[config.mk]
export PLATFORM = sky130hd
export DESIGN_NAME = regfile_host_port_flat
export DESIGN_NICKNAME = d
export VERILOG_FILES = /design/src/rtl/regfile_host_port_pkg.sv /design/src/rtl/regfile_host_port_if.sv /design/src/rtl/regfile_host_port.sv /design/src/flat_wrapper.sv
export SDC_FILE = /design/constraint.sdc
export NUM_CORES = 1
export LEC_CHECK = 0
export CAP_MARGIN = 0
export CORE_MARGIN = 4
export CORE_UTILIZATION = 41
export DETAILED_ROUTE_END_ITERATION = 6
export PLACE_DENSITY = 0.81
export SKIP_LAST_GASP = 1
export SLEW_MARGIN = 5
export SYNTH_ARGS = -nofsm -noshare
export SYNTH_HDL_FRONTEND = slang
export SYNTH_SLANG_ARGS = --single-unit
export TNS_END_PERCENT = 30
[constraint.sdc]
create_clock -name clk -period 2.3 [get_ports clk]
set_input_delay 0.345 -clock clk [delete_from_list [all_inputs] [get_ports clk]]
set_output_delay 0.345 -clock clk [all_outputs]
set_load 0.02 [all_outputs]
[src/rtl/regfile_host_port_pkg.sv]
// Shared opcodes, FSM encoding and width defaults for the RegFile host-side sequencer.
package srcv_rf_pkg;

  localparam int RF_DATA_WIDTH = 32;
  localparam int RF_ADDR_W     = 5;

  localparam logic [1:0] OP_WR  = 2'b00;
  localparam logic [1:0] OP_RDP = 2'b01;
  localparam logic [1:0] OP_RSV = 2'b10;
  localparam logic [1:0] OP_CLR = 2'b11;

  localparam logic [2:0] ST_IDLE     = 3'd0;
  localparam logic [2:0] ST_WRITE    = 3'd1;
  localparam logic [2:0] ST_RD_ISSUE = 3'd2;
  localparam logic [2:0] ST_RD_CAPT  = 3'd3;
  localparam logic [2:0] ST_RSP      = 3'd4;
  localparam logic [2:0] ST_CLEAR    = 3'd5;

endpackage

[src/rtl/regfile_host_port_if.sv]
// Host command and read-response channels of the RegFile sequencer.
interface regfile_host_port_if
  import srcv_rf_pkg::*;
#(
  parameter int DATA_WIDTH     = RF_DATA_WIDTH,
  parameter int REGFILE_ADDR_W = RF_ADDR_W
);
  logic                      cmd_valid;
  logic                      cmd_ready;
  logic [1:0]                cmd_op;
  logic [REGFILE_ADDR_W-1:0] cmd_addr;
  logic [DATA_WIDTH-1:0]     cmd_wdata;
  logic                      rsp_valid;
  logic                      rsp_ready;
  logic [DATA_WIDTH-1:0]     rsp_data_a;
  logic [DATA_WIDTH-1:0]     rsp_data_b;

  modport master (
    output cmd_valid, cmd_op, cmd_addr, cmd_wdata, rsp_ready,
    input  cmd_ready, rsp_valid, rsp_data_a, rsp_data_b
  );

  modport slave (
    input  cmd_valid, cmd_op, cmd_addr, cmd_wdata, rsp_ready,
    output cmd_ready, rsp_valid, rsp_data_a, rsp_data_b
  );
endinterface

[src/rtl/regfile_host_port.sv]
// Sequences host write / pair-read / clear commands onto the RegFile port.
// state       | meaning
// ST_IDLE     | waiting for a command, cmd_ready high
// ST_WRITE    | single write cycle on the RegFile port
// ST_RD_ISSUE | read of addr and addr+1 issued
// ST_RD_CAPT  | RegFile registered outputs captured into the response
// ST_RSP      | response held until rsp_ready
// ST_CLEAR    | one zero write per cycle across the whole depth
module regfile_host_port
  import srcv_rf_pkg::*;
#(
  parameter int DATA_WIDTH     = RF_DATA_WIDTH,
  parameter int REGFILE_ADDR_W = RF_ADDR_W
) (
  input  logic                      clk,
  input  logic                      rst,
  regfile_host_port_if.slave        host,
  output logic                      busy,
  output logic                      err_op,
  output logic                      rf_en,
  output logic                      rf_rw,
  output logic [REGFILE_ADDR_W-1:0] rf_a_ra,
  output logic [REGFILE_ADDR_W-1:0] rf_a_rb,
  output logic [REGFILE_ADDR_W-1:0] rf_a_rd,
  output logic [DATA_WIDTH-1:0]     rf_rd,
  input  logic [DATA_WIDTH-1:0]     rf_ra,
  input  logic [DATA_WIDTH-1:0]     rf_rb
);

  localparam logic [REGFILE_ADDR_W-1:0] LAST_ADDR = '1;
  localparam logic [REGFILE_ADDR_W-1:0] ADDR_ONE  = REGFILE_ADDR_W'(1);

  logic [2:0] state;
  logic [2:0] state_nxt;
  logic       cmd_fire;

  assign host.cmd_ready = (state == ST_IDLE) && !rst;
  assign cmd_fire       = host.cmd_valid && host.cmd_ready;

  always_comb begin
    state_nxt = state;
    case (state)
      ST_IDLE: begin
        if (cmd_fire) begin
          case (host.cmd_op)
            OP_WR:   state_nxt = ST_WRITE;
            OP_RDP:  state_nxt = ST_RD_ISSUE;
            OP_CLR:  state_nxt = ST_CLEAR;
            default: state_nxt = ST_IDLE;
          endcase
        end
      end
      ST_WRITE:    state_nxt = ST_IDLE;
      ST_RD_ISSUE: state_nxt = ST_RD_CAPT;
      ST_RD_CAPT:  state_nxt = ST_RSP;
      ST_RSP:      if (host.rsp_ready) state_nxt = ST_IDLE;
      ST_CLEAR:    if (rf_a_rd == LAST_ADDR) state_nxt = ST_IDLE;
      default:     state_nxt = ST_IDLE;
    endcase
  end

  always_ff @(posedge clk) begin
    if (rst) begin
      state           <= ST_IDLE;
      busy            <= 1'b0;
      err_op          <= 1'b0;
      rf_en           <= 1'b0;
      rf_rw           <= 1'b0;
      rf_a_ra         <= '0;
      rf_a_rb         <= '0;
      rf_a_rd         <= '0;
      rf_rd           <= '0;
      host.rsp_valid  <= 1'b0;
      host.rsp_data_a <= '0;
      host.rsp_data_b <= '0;
    end else begin
      state <= state_nxt;
      busy  <= (state_nxt != ST_IDLE);
      rf_en <= 1'b0;
      case (state)
        ST_IDLE: begin
          if (cmd_fire) begin
            case (host.cmd_op)
              OP_WR: begin
                rf_en   <= 1'b1;
                rf_rw   <= 1'b0;
                rf_a_rd <= host.cmd_addr;
                rf_rd   <= host.cmd_wdata;
              end
              OP_RDP: begin
                rf_en   <= 1'b1;
                rf_rw   <= 1'b1;
                rf_a_ra <= host.cmd_addr;
                rf_a_rb <= host.cmd_addr + ADDR_ONE;
              end
              OP_CLR: begin
                rf_en   <= 1'b1;
                rf_rw   <= 1'b0;
                rf_a_rd <= '0;
                rf_rd   <= '0;
              end
              OP_RSV:  err_op <= 1'b1;
              default: ;
            endcase
          end
        end
        ST_RD_CAPT: begin
          host.rsp_data_a <= rf_ra;
          host.rsp_data_b <= rf_rb;
          host.rsp_valid  <= 1'b1;
        end
        ST_RSP: begin
          if (host.rsp_ready) host.rsp_valid <= 1'b0;
        end
        ST_CLEAR: begin
          // rf_a_rd doubles as the clear counter; the last write leaves it at depth-1
          if (rf_a_rd != LAST_ADDR) begin
            rf_en   <= 1'b1;
            rf_a_rd <= rf_a_rd + ADDR_ONE;
          end
        end
        default: ;
      endcase
    end
  end

endmodule

[src/flat_wrapper.sv]
// flat-port wrapper written by rule: the top's interface ports become plain ports
module regfile_host_port_flat import srcv_rf_pkg::*;
#(
  parameter int DATA_WIDTH     = RF_DATA_WIDTH,
  parameter int REGFILE_ADDR_W = RF_ADDR_W
)
  (clk, rst, busy, err_op, rf_en, rf_rw, rf_a_ra, rf_a_rb, rf_a_rd, rf_rd, rf_ra, rf_rb, host_cmd_valid, host_cmd_op, host_cmd_addr, host_cmd_wdata, host_rsp_ready, host_cmd_ready, host_rsp_valid, host_rsp_data_a, host_rsp_data_b);
  regfile_host_port_if #(.DATA_WIDTH(DATA_WIDTH), .REGFILE_ADDR_W(REGFILE_ADDR_W)) host_i ();
  input  logic clk;
  input  logic rst;
  output logic busy;
  output logic err_op;
  output logic rf_en;
  output logic rf_rw;
  output logic [REGFILE_ADDR_W-1:0] rf_a_ra;
  output logic [REGFILE_ADDR_W-1:0] rf_a_rb;
  output logic [REGFILE_ADDR_W-1:0] rf_a_rd;
  output logic [DATA_WIDTH-1:0] rf_rd;
  input  logic [DATA_WIDTH-1:0] rf_ra;
  input  logic [DATA_WIDTH-1:0] rf_rb;
  input wire logic [$bits(host_i.cmd_valid)-1:0] host_cmd_valid;
  input wire logic [$bits(host_i.cmd_op)-1:0] host_cmd_op;
  input wire logic [$bits(host_i.cmd_addr)-1:0] host_cmd_addr;
  input wire logic [$bits(host_i.cmd_wdata)-1:0] host_cmd_wdata;
  input wire logic [$bits(host_i.rsp_ready)-1:0] host_rsp_ready;
  output wire logic [$bits(host_i.cmd_ready)-1:0] host_cmd_ready;
  output wire logic [$bits(host_i.rsp_valid)-1:0] host_rsp_valid;
  output wire logic [$bits(host_i.rsp_data_a)-1:0] host_rsp_data_a;
  output wire logic [$bits(host_i.rsp_data_b)-1:0] host_rsp_data_b;
  assign host_i.cmd_valid = host_cmd_valid;
  assign host_i.cmd_op = host_cmd_op;
  assign host_i.cmd_addr = host_cmd_addr;
  assign host_i.cmd_wdata = host_cmd_wdata;
  assign host_i.rsp_ready = host_rsp_ready;
  assign host_cmd_ready = host_i.cmd_ready;
  assign host_rsp_valid = host_i.rsp_valid;
  assign host_rsp_data_a = host_i.rsp_data_a;
  assign host_rsp_data_b = host_i.rsp_data_b;
  regfile_host_port #(.DATA_WIDTH(DATA_WIDTH), .REGFILE_ADDR_W(REGFILE_ADDR_W)) u_core (.clk(clk), .rst(rst), .host(host_i), .busy(busy), .err_op(err_op), .rf_en(rf_en), .rf_rw(rf_rw), .rf_a_ra(rf_a_ra), .rf_a_rb(rf_a_rb), .rf_a_rd(rf_a_rd), .rf_rd(rf_rd), .rf_ra(rf_ra), .rf_rb(rf_rb));
endmodule
# [Yosys cells after proc, flatten, opt, wreduce, memory -nomap -nowiden]
# Index checks and enable logic that the tools add are counted.
[op_classes] n_eq_ne=13 muxes=17 reduce_logical=18 n_addsub=2
[ops] operator="$pmux W32 S2" count=1
[ops] operator="$pmux W5 S2" count=2
[ops] operator="$pmux W3 S5" count=1
[ops] operator="$reduce_and A3 Y1" count=4
[ops] operator="$add A5 B1 Y5 const B" count=2
[ops] operator="$mux W5" count=2
[ops] operator="$mux W3" count=3
[ops] operator="$pmux W3 S3" count=1
[ops] operator="$reduce_bool A2 Y1" count=4
[ops] operator="$eq A3 B2 Y1 const B" count=2
[ops] operator="$eq A3 B3 Y1 const B" count=2
[ops] operator="$pmux W1 S2" count=3
[ops] operator="$eq A5 B5 Y1 const B" count=1
[ops] operator="$ne A5 B5 Y1 const B" count=1
[ops] operator="$eq A2 B2 Y1 const B" count=2
[ops] operator="$mux W1" count=4
[ops] operator="$ne A2 B1 Y1 const B" count=2
[ops] operator="$reduce_and A4 Y1" count=1
[ops] operator="$logic_not A3 Y1" count=1
[ops] operator="$ne A3 B3 Y1 const B" count=1
[ops] operator="$reduce_bool A3 Y1" count=1
[ops] operator="$reduce_or A3 Y1" count=1
[ops] operator="$eq A2 B1 Y1 const B" count=1
[ops] operator="$logic_and A1 B1 Y1" count=2
[ops] operator="other kinds (5)" count=5
[totals] elab_cells=62 output_inout_bits=117 reg_bits=119

# [Logic depth before layout (Yosys ltp)]
# Gate-level depths: netlist of the first run.
[depth] depth_word=6 mapped_depth=8

# [Worst setup path before layout of the first run]
# No wires, ideal clock.
[synth_path] kind="register to register" from="register u_core.rf_a_rd[0]" to="register u_core.rf_a_rd[3]" setup_time_ns=0.127 arrival_ns=1.710 required_ns=2.173 path_slack_ns=0.463 path_stages_with_launch=7 cell_sequence="dfxtp_1 -> ha_1 -> and3_1 -> ha_1 -> o2bb2ai_2 -> a21oi_1 -> or3_1"
[synth_between] elab_chain_len=3
[synth_rtl] element="from (decl)" line="regfile_host_port.sv:24" text="output logic [REGFILE_ADDR_W-1:0] rf_a_rd,"
[synth_rtl] element="from (signal assigned)" line="regfile_host_port.sv:87" text="rf_a_rd <= host.cmd_addr;"
[synth_rtl] element="from (signal assigned)" line="regfile_host_port.sv:119" text="rf_a_rd <= rf_a_rd + ADDR_ONE;"
[synth_rtl] element="$add A5 B1 Y5 / $ne A5 B5 Y1 (equally long branches)" line="regfile_host_port.sv:119, regfile_host_port.sv:117"
[synth_rtl] element="$mux W5 / $ne A2 B1 Y1 (equally long branches)"
[synth_rtl] element="$pmux W5 S2 / $reduce_and A4 Y1 (equally long branches)"
# Several ways; a longest one is shown, not always the timed one. The select of a mux whose other input is x is not followed.
# A chain may end at the register's enable or synchronous reset.

# [Worst setup path in the final report of the first run]
[layout_path] from="register u_core.state[1]" to="register u_core.host.rsp_data_a[10]"
[layout_between] elab_chain_len=1
[layout_rtl] element="from (decl)" line="regfile_host_port.sv:33" text="logic [2:0] state;"
[layout_rtl] element="from (signal assigned)" line="regfile_host_port.sv:77" text="state <= state_nxt;"
[layout_rtl] element="$eq A3 B2 Y1" line="regfile_host_port.sv:80" text="case (state)"
[layout_rtl] element="to (signal assigned)" line="regfile_host_port.sv:108" text="host.rsp_data_a <= rf_ra;"
[layout_rtl] element="to (decl)" line="regfile_host_port_if.sv:25" text="output cmd_ready, rsp_valid, rsp_data_a, rsp_data_b"
# No other way between the ends.

==> results of run 1 <==
[synthesized netlist by cell type (2+ instances only)]
| cell | number | area [sq um] |
|---|---|---|
| nand2_1 | 177 | 664 |
| dfxtp_1 | 119 | 2380 |
| a21oi_1 | 113 | 566 |
| nand3b_1 | 35 | 263 |
| clkbuf_1 | 24 | 90.1 |
| nor2_1 | 12 | 45.0 |
| buf_2 | 9 | 45.0 |
| ha_1 | 9 | 113 |
| nand3_1 | 5 | 25.0 |
| a211oi_1 | 4 | 30.0 |
| buf_6 | 4 | 45.0 |
| inv_1 | 4 | 15.0 |
| nand2b_1 | 4 | 25.0 |
| a31oi_1 | 3 | 18.8 |
| nor3b_1 | 3 | 22.5 |
| o21ai_0 | 3 | 15.0 |
| a32o_1 | 2 | 20.0 |
| and3_1 | 2 | 12.5 |
| buf_1 | 2 | 7.51 |
| buf_4 | 2 | 15.0 |
| mux2i_1 | 2 | 20.0 |
| nor2b_1 | 2 | 12.5 |
| or3_1 | 2 | 12.5 |
| xor2_1 | 2 | 17.5 |
[power groups by stage]
stage / sequential [W] / combinational, W / clock (W)
after floorplan: 0.00222 / 0.000172 / 0
after global placement: 0.00218 / 0.000524 / 0
after detailed placement: 0.00218 / 0.000532 / 0
after CTS: 0.00214 / 0.000536 / 0.00254
after global routing: 0.00214 / 0.000568 / 0.00265
final: 0.00214 / 0.000533 / 0.00249
[stage by stage]
step	std cells	power, W	utilization, %
final	918	0.00516	68.5
after global placement	888	0.00270	63.4
after global routing	918	0.00536	68.5
after CTS	918	0.00522	68.5
after floorplan	557	0.00239	-
after detailed placement	888	0.00271	63.4
[state kept, by name, summed over array words and instances, names as in the netlist]
name,cells
u_core.busy,1
u_core.err_op,1
u_core.host.rsp_data_a,32
u_core.host.rsp_data_b,32
u_core.host.rsp_valid,1
u_core.rf_a_ra,5
u_core.rf_a_rb,5
u_core.rf_a_rd,5
u_core.rf_en,1
u_core.rf_rd,32
u_core.rf_rw,1
u_core.state,3
[layer usage]
metal | wire length (um) | up-vias | share of wire [%] | global-route usage (%)
li1 | - | 2271 | - | -
met1 | 5600 | 2128 | 40 | 23.5
met2 | 6490 | 191 | 47 | 35.1
met3 | 1470 | 26 | 11 | 9.12
met4 | 308 | 0 | 2.2 | 7.92
met5 | 0 | - | 0 | 0
[area by class of cell]
class / instances / area [sq um] / area share, %
Tap cell: 140 / 175 / 2.34
Multi-Input combinational cell: 392 / 2000 / 26.7
Inverter: 4 / 15.0 / 0.200
Clock buffer: 21 / 460 / 6.14
Timing Repair Buffer: 233 / 2360 / 31.5
Sequential cell: 119 / 2380 / 31.8
Clock inverter: 9 / 103 / 1.37
[logic make-up (layout without fill, tap and decap cells)]
group | count (synthesis) | after routing | share of synthesized area [%]
AOI/OAI and AO/OA | 127 | 127 | 14.7
xor gates and xnor gates | 3 | 3 | 0.571
adders and majority gates | 9 | 9 | 2.45
buffers and inverters | 46 | 267 | 4.84
DFF | 119 | 119 | 51.8
muxes | 2 | 2 | 0.435
and+or+nand+nor | 251 | 251 | 25.2
[what timing repair did]
| action | 4_1_cts | 5_1_grt |
|---|---|---|
| gates resized for setup | 0 | 1 |
| setup endpoints to repair | 0 | 1 |
| hold buffers | 0 | 0 |
[final timing paths]
| kind | start | end | slack, ns |
|---|---|---|---|
| worst min register to register | u_core.rf_rd[27] | u_core.rf_rd[27] | 0.45 |
| worst max-delay path | u_core.state[1] | u_core.host.rsp_data_a[10] | 0.32 |
| worst min-delay path | u_core.rf_rd[27] | u_core.rf_rd[27] | 0.45 |
| worst max register to register | u_core.state[1] | u_core.host.rsp_data_a[10] | 0.32 |
[worst max-delay path, cell delays in order, from the launching register on]
cell     delay (ns)
dfxtp_1        0.51
nor2b_1        0.37
and2_2         0.47
buf_12         0.27
nand2_1        0.12
a21oi_1        0.14
==> reports/results.ini, run 1 <==
[clock_tree]
clock-root-buffer = clkbuf_16
numCtsBuffers = 17
cts_setup_buffers = 0
clk_latency_ns = 0.40
cts.sinks = 119
cts_buffer_depth = 2
clk_pin_slew_ns = 0.05
h-tree-depth = 4
cts_tree = built

[routing]
drcViolationCount = 0
drt_iter0_drc = 430
num_vias = 4616
wl_per_cell_um = 15.1
via_per_inst = 5.03
route.antenna.remaining_nets = 0
first_pass_iters = 4
routed_wl_um = 13900

[sta]
worst_pin_slew_ns = 0.652
hold_ws_ns = 0.453
fmax_mhz = 506
min_period_ns = 1.98
relSlewSlack_pct = 56.6
fin_crit_sh_pct = 85.9
setup_viol = 0
slew_viol_final = 0
fin_tns_setup_ns = 0
rsz0062_at_grt = no
hold_viol = 0
layout_setup_ws_ns = 0.323
fin_worst_skew_ns = 0.00565

[grt]
grt_pass1_wl_um = 22000
track_usage_pct = 20.9
antenna_found_initial = 0
grt_start_max_net_pins = 119
grt_overflow = 0
grt_pass1_vias = 4591

[job]
cap_viol_max_count = 0

[logic_synthesis]
synth_flop_cell = dfxtp_1
avgSynthCellArea_sq_um = 8.26
yosys_register_bits = 119
syn_area_sq_um = 4600
synth_warnings = 0
synth_edf_count = 0
async_flop_share_pct = 0
syn_inst = 557
yosysSeqAreaShare_pct = 51.8
synth_cell_types = 37
synth_nets = 673

[layout]
final_layout_size_suffix_gt1_share_pct = 5.66
diodes = 0
fillers = 876
syn_to_final_growth_pct = 62.8
final_nets = 883
finish.instance_area_sq_um = 7490
layout_commonest_cell = clkdlybuf4s50_1
final_cell_mix = clkdlybuf4s50_1, nand2_1, dfxtp_1

[critical_path]
cp-start-kind = register
worstPathArrival_ns = 2.29
reg2reg_depth = 5
cp_max_fo = 45
worstSetupPathType = reg2reg
worstPathRequired_ns = 2.62
crit_path_end_kind = register

[placed_design]
port_buffers = 223
hpwlAfterDp_um = 9860
dp_slack_ns = 0.0757
postPlaceCellArea_sq_um = 6930
place_congestion = 0.880

[power_and_ir_drop]
p_comb_share_pct = 10.3
p_leak_nw = 2.59
irDropWorstVdd_uv = 386
p_per_area_nw_per_um2 = 689
seqPwrFrac_pct = 41.4
p_switching_w = 0.00113
p_sw_share_pct = 21.8
p_int_w = 0.00404
p_clk_share_pct = 48.3

[worst_hold_path]
min_path_cells = 2
hold_class = reg2reg

[die]
start_util_pct = 42.1
fp-row-count = 38
io_pins = 224
die_h_um = 114
die_w_um = 114
core-area_sq_um = 10900
dieArea_sq_um = 13000

[status]
status = finished clean

Note: power is estimated with default switching activity, not from simulation.
==> inputs of run 2 (changes only) <==
MAX_ROUTING_LAYER = met4   (was not set)
==> reports/results.ini, run 2 (same netlist as run 1, synthesis figures left out) <==
[layout]
layout_commonest_cell = clkdlybuf4s50_1
fillers = 876
final_layout_size_suffix_gt1_share_pct = 5.66
syn_to_final_growth_pct = 62.8
final_nets = 883
reg_top3 = u_core.host.rsp_data_a: 32 flops, u_core.host.rsp_data_b: 32 flops, u_core.rf_rd: 32 flops
final_cell_mix = clkdlybuf4s50_1, nand2_1, dfxtp_1
diodes = 0

[critical_path]
max_stage_delay_ns = 0.52
crit_end = u_core.host.rsp_data_a[10]
slowest_stage = dfxtp_1
worstPathArrival_ns = 2.33
timing.rr.start = u_core.state[1]
cp-start-kind = register
cp_max_fo = 45
worstPathRequired_ns = 2.62
rrSetupSlack_ns = 0.29
crit_path_end_kind = register
crit_chain = nor2b_1, and2_2, buf_12, nand2_1, a21oi_1
reg2reg_depth = 5
worstSetupPathType = reg2reg
rr_endpoint = u_core.host.rsp_data_a[10]
crit_start = u_core.state[1]

[clock_tree]
clk_latency_ns = 0.40
numCtsBuffers = 17
clk_pin_slew_ns = 0.05
cts_tree = built
cts.sinks = 119
cts_buffer_depth = 2
cts-hold-fix-buffers = 0
cts_setup_buffers = 0
clock-root-buffer = clkbuf_16
h-tree-depth = 4

[die]
die_w_um = 114
io_pins = 224
core-area_sq_um = 10900
dieArea_sq_um = 13000
die_h_um = 114
fp-row-count = 38
start_util_pct = 42.1

[grt]
track_usage_pct = 21.5
grt_overflow = 0
grt_start_max_net_pins = 119
antenna_found_initial = 0
grt_pass1_wl_um = 21900
grt_pass1_vias = 4607

[routing]
route.antenna.remaining_nets = 0
via_per_inst = 5.01
wl_per_cell_um = 15.0
drt_iter0_drc = 403
first_pass_iters = 4
routed_wl_um = 13800
drcViolationCount = 0
num_vias = 4603

[sta]
fin_worst_skew_ns = 0.00503
setup_viol = 0
hold_viol = 0
fin_tns_setup_ns = 0
fin_crit_sh_pct = 87.2
fmax_mhz = 499
min_period_ns = 2.01
rsz0062_at_grt = no
relSlewSlack_pct = 57.7
slew_viol_final = 0
worst_pin_slew_ns = 0.635

[power_and_ir_drop]
irDropWorstVdd_uv = 386
p_per_area_nw_per_um2 = 688
p_total_w = 0.00516
p_leak_nw = 2.59

[worst_hold_path]
hold_class = reg2reg

[status]
status = finished clean

[placed_design]
place_congestion = 0.894
hpwlAfterDp_um = 9860
port_buffers = 223

[job]
cap_viol_max_count = 0

[run 2: cell counts in the layout (fill, tap and decap cells not counted)]
Identical to the previous run, type by type.
[run 2: layout make-up]
| cell class | count | area [sq um] | share of cell area, % |
|---|---|---|---|
| clock buffers | 21 | 460 | 6.14 |
| clock inverters | 9 | 103 | 1.37 |
| inverters | 4 | 15.0 | 0.200 |
| multi-input cells | 392 | 2000 | 26.7 |
| flip-flops and latches | 119 | 2380 | 31.8 |
| well taps | 140 | 175 | 2.34 |
| repair buffers | 233 | 2360 | 31.5 |
[run 2: power by group]
group	leakage [nW]	switching, W	total [W]	internal, W
combinational	1.36	0.000232	0.000532	0.000300
sequential	0.961	0.0000305	0.00214	0.00211
clock	0.271	0.000860	0.00249	0.00163
[run 2: through the flow]
stage                     instance area (sq um)  utilization (%)  worst slack, ns  std cells  hold WS, ns
after floorplan                            4600                -            0.463        557        0.481
after detailed placement                   6930             63.4           0.0757        888        0.445
after global placement                     6930             63.4            0.153        888        0.437
after CTS                                  7490             68.5           0.0601        918        0.454
after global routing                       7490             68.5            0.173        918        0.469
final                                      7490             68.5            0.294        918        0.452
[run 2: worst min-delay path by stage]
stage | start | end | cells past startpoint
global placement | u_core.rf_rd[21] | u_core.rf_rd[21] | 2
floorplan | rf_ra[0] | u_core.host.rsp_data_a[0] | 2
detailed placement | u_core.rf_rd[18] | u_core.rf_rd[18] | 2
CTS | u_core.host.rsp_data_a[22] | u_core.host.rsp_data_a[22] | 2
global route | u_core.host.rsp_data_a[22] | u_core.host.rsp_data_a[22] | 2
finish | u_core.rf_rd[27] | u_core.rf_rd[27] | 2
[run 2: worst max-delay path: cells and delay by family (launching register included)]
family / cells / cell delay [ns]
AOI/OAI and AO/OA: 1 / 0.14
buffers and inverters: 1 / 0.26
DFF: 1 / 0.52
and+or+nand+nor: 3 / 0.98
[run 2: per-layer routing]
layer | global-route usage, % | up-vias | part of all wire, %
li1 | - | 2271 | -
met1 | 24.4 | 2114 | 41
met2 | 35.1 | 194 | 48
met3 | 7.43 | 24 | 9.2
met4 | 7.92 | 0 | 1.9
met5 | - | - | 0
[run 2: what timing repair did]
action | in CTS | in global routing
resized for setup | 0 | 1
endpoints found under the setup margin | 0 | 1
hold endpoints to repair | 0 | 0
==> inputs of run 3 (changes only) <==
CTS_CLUSTER_SIZE = 25   (was not set)
==> results of run 3 <==
Final layout, timing and power as in run 2 (identical DEF).
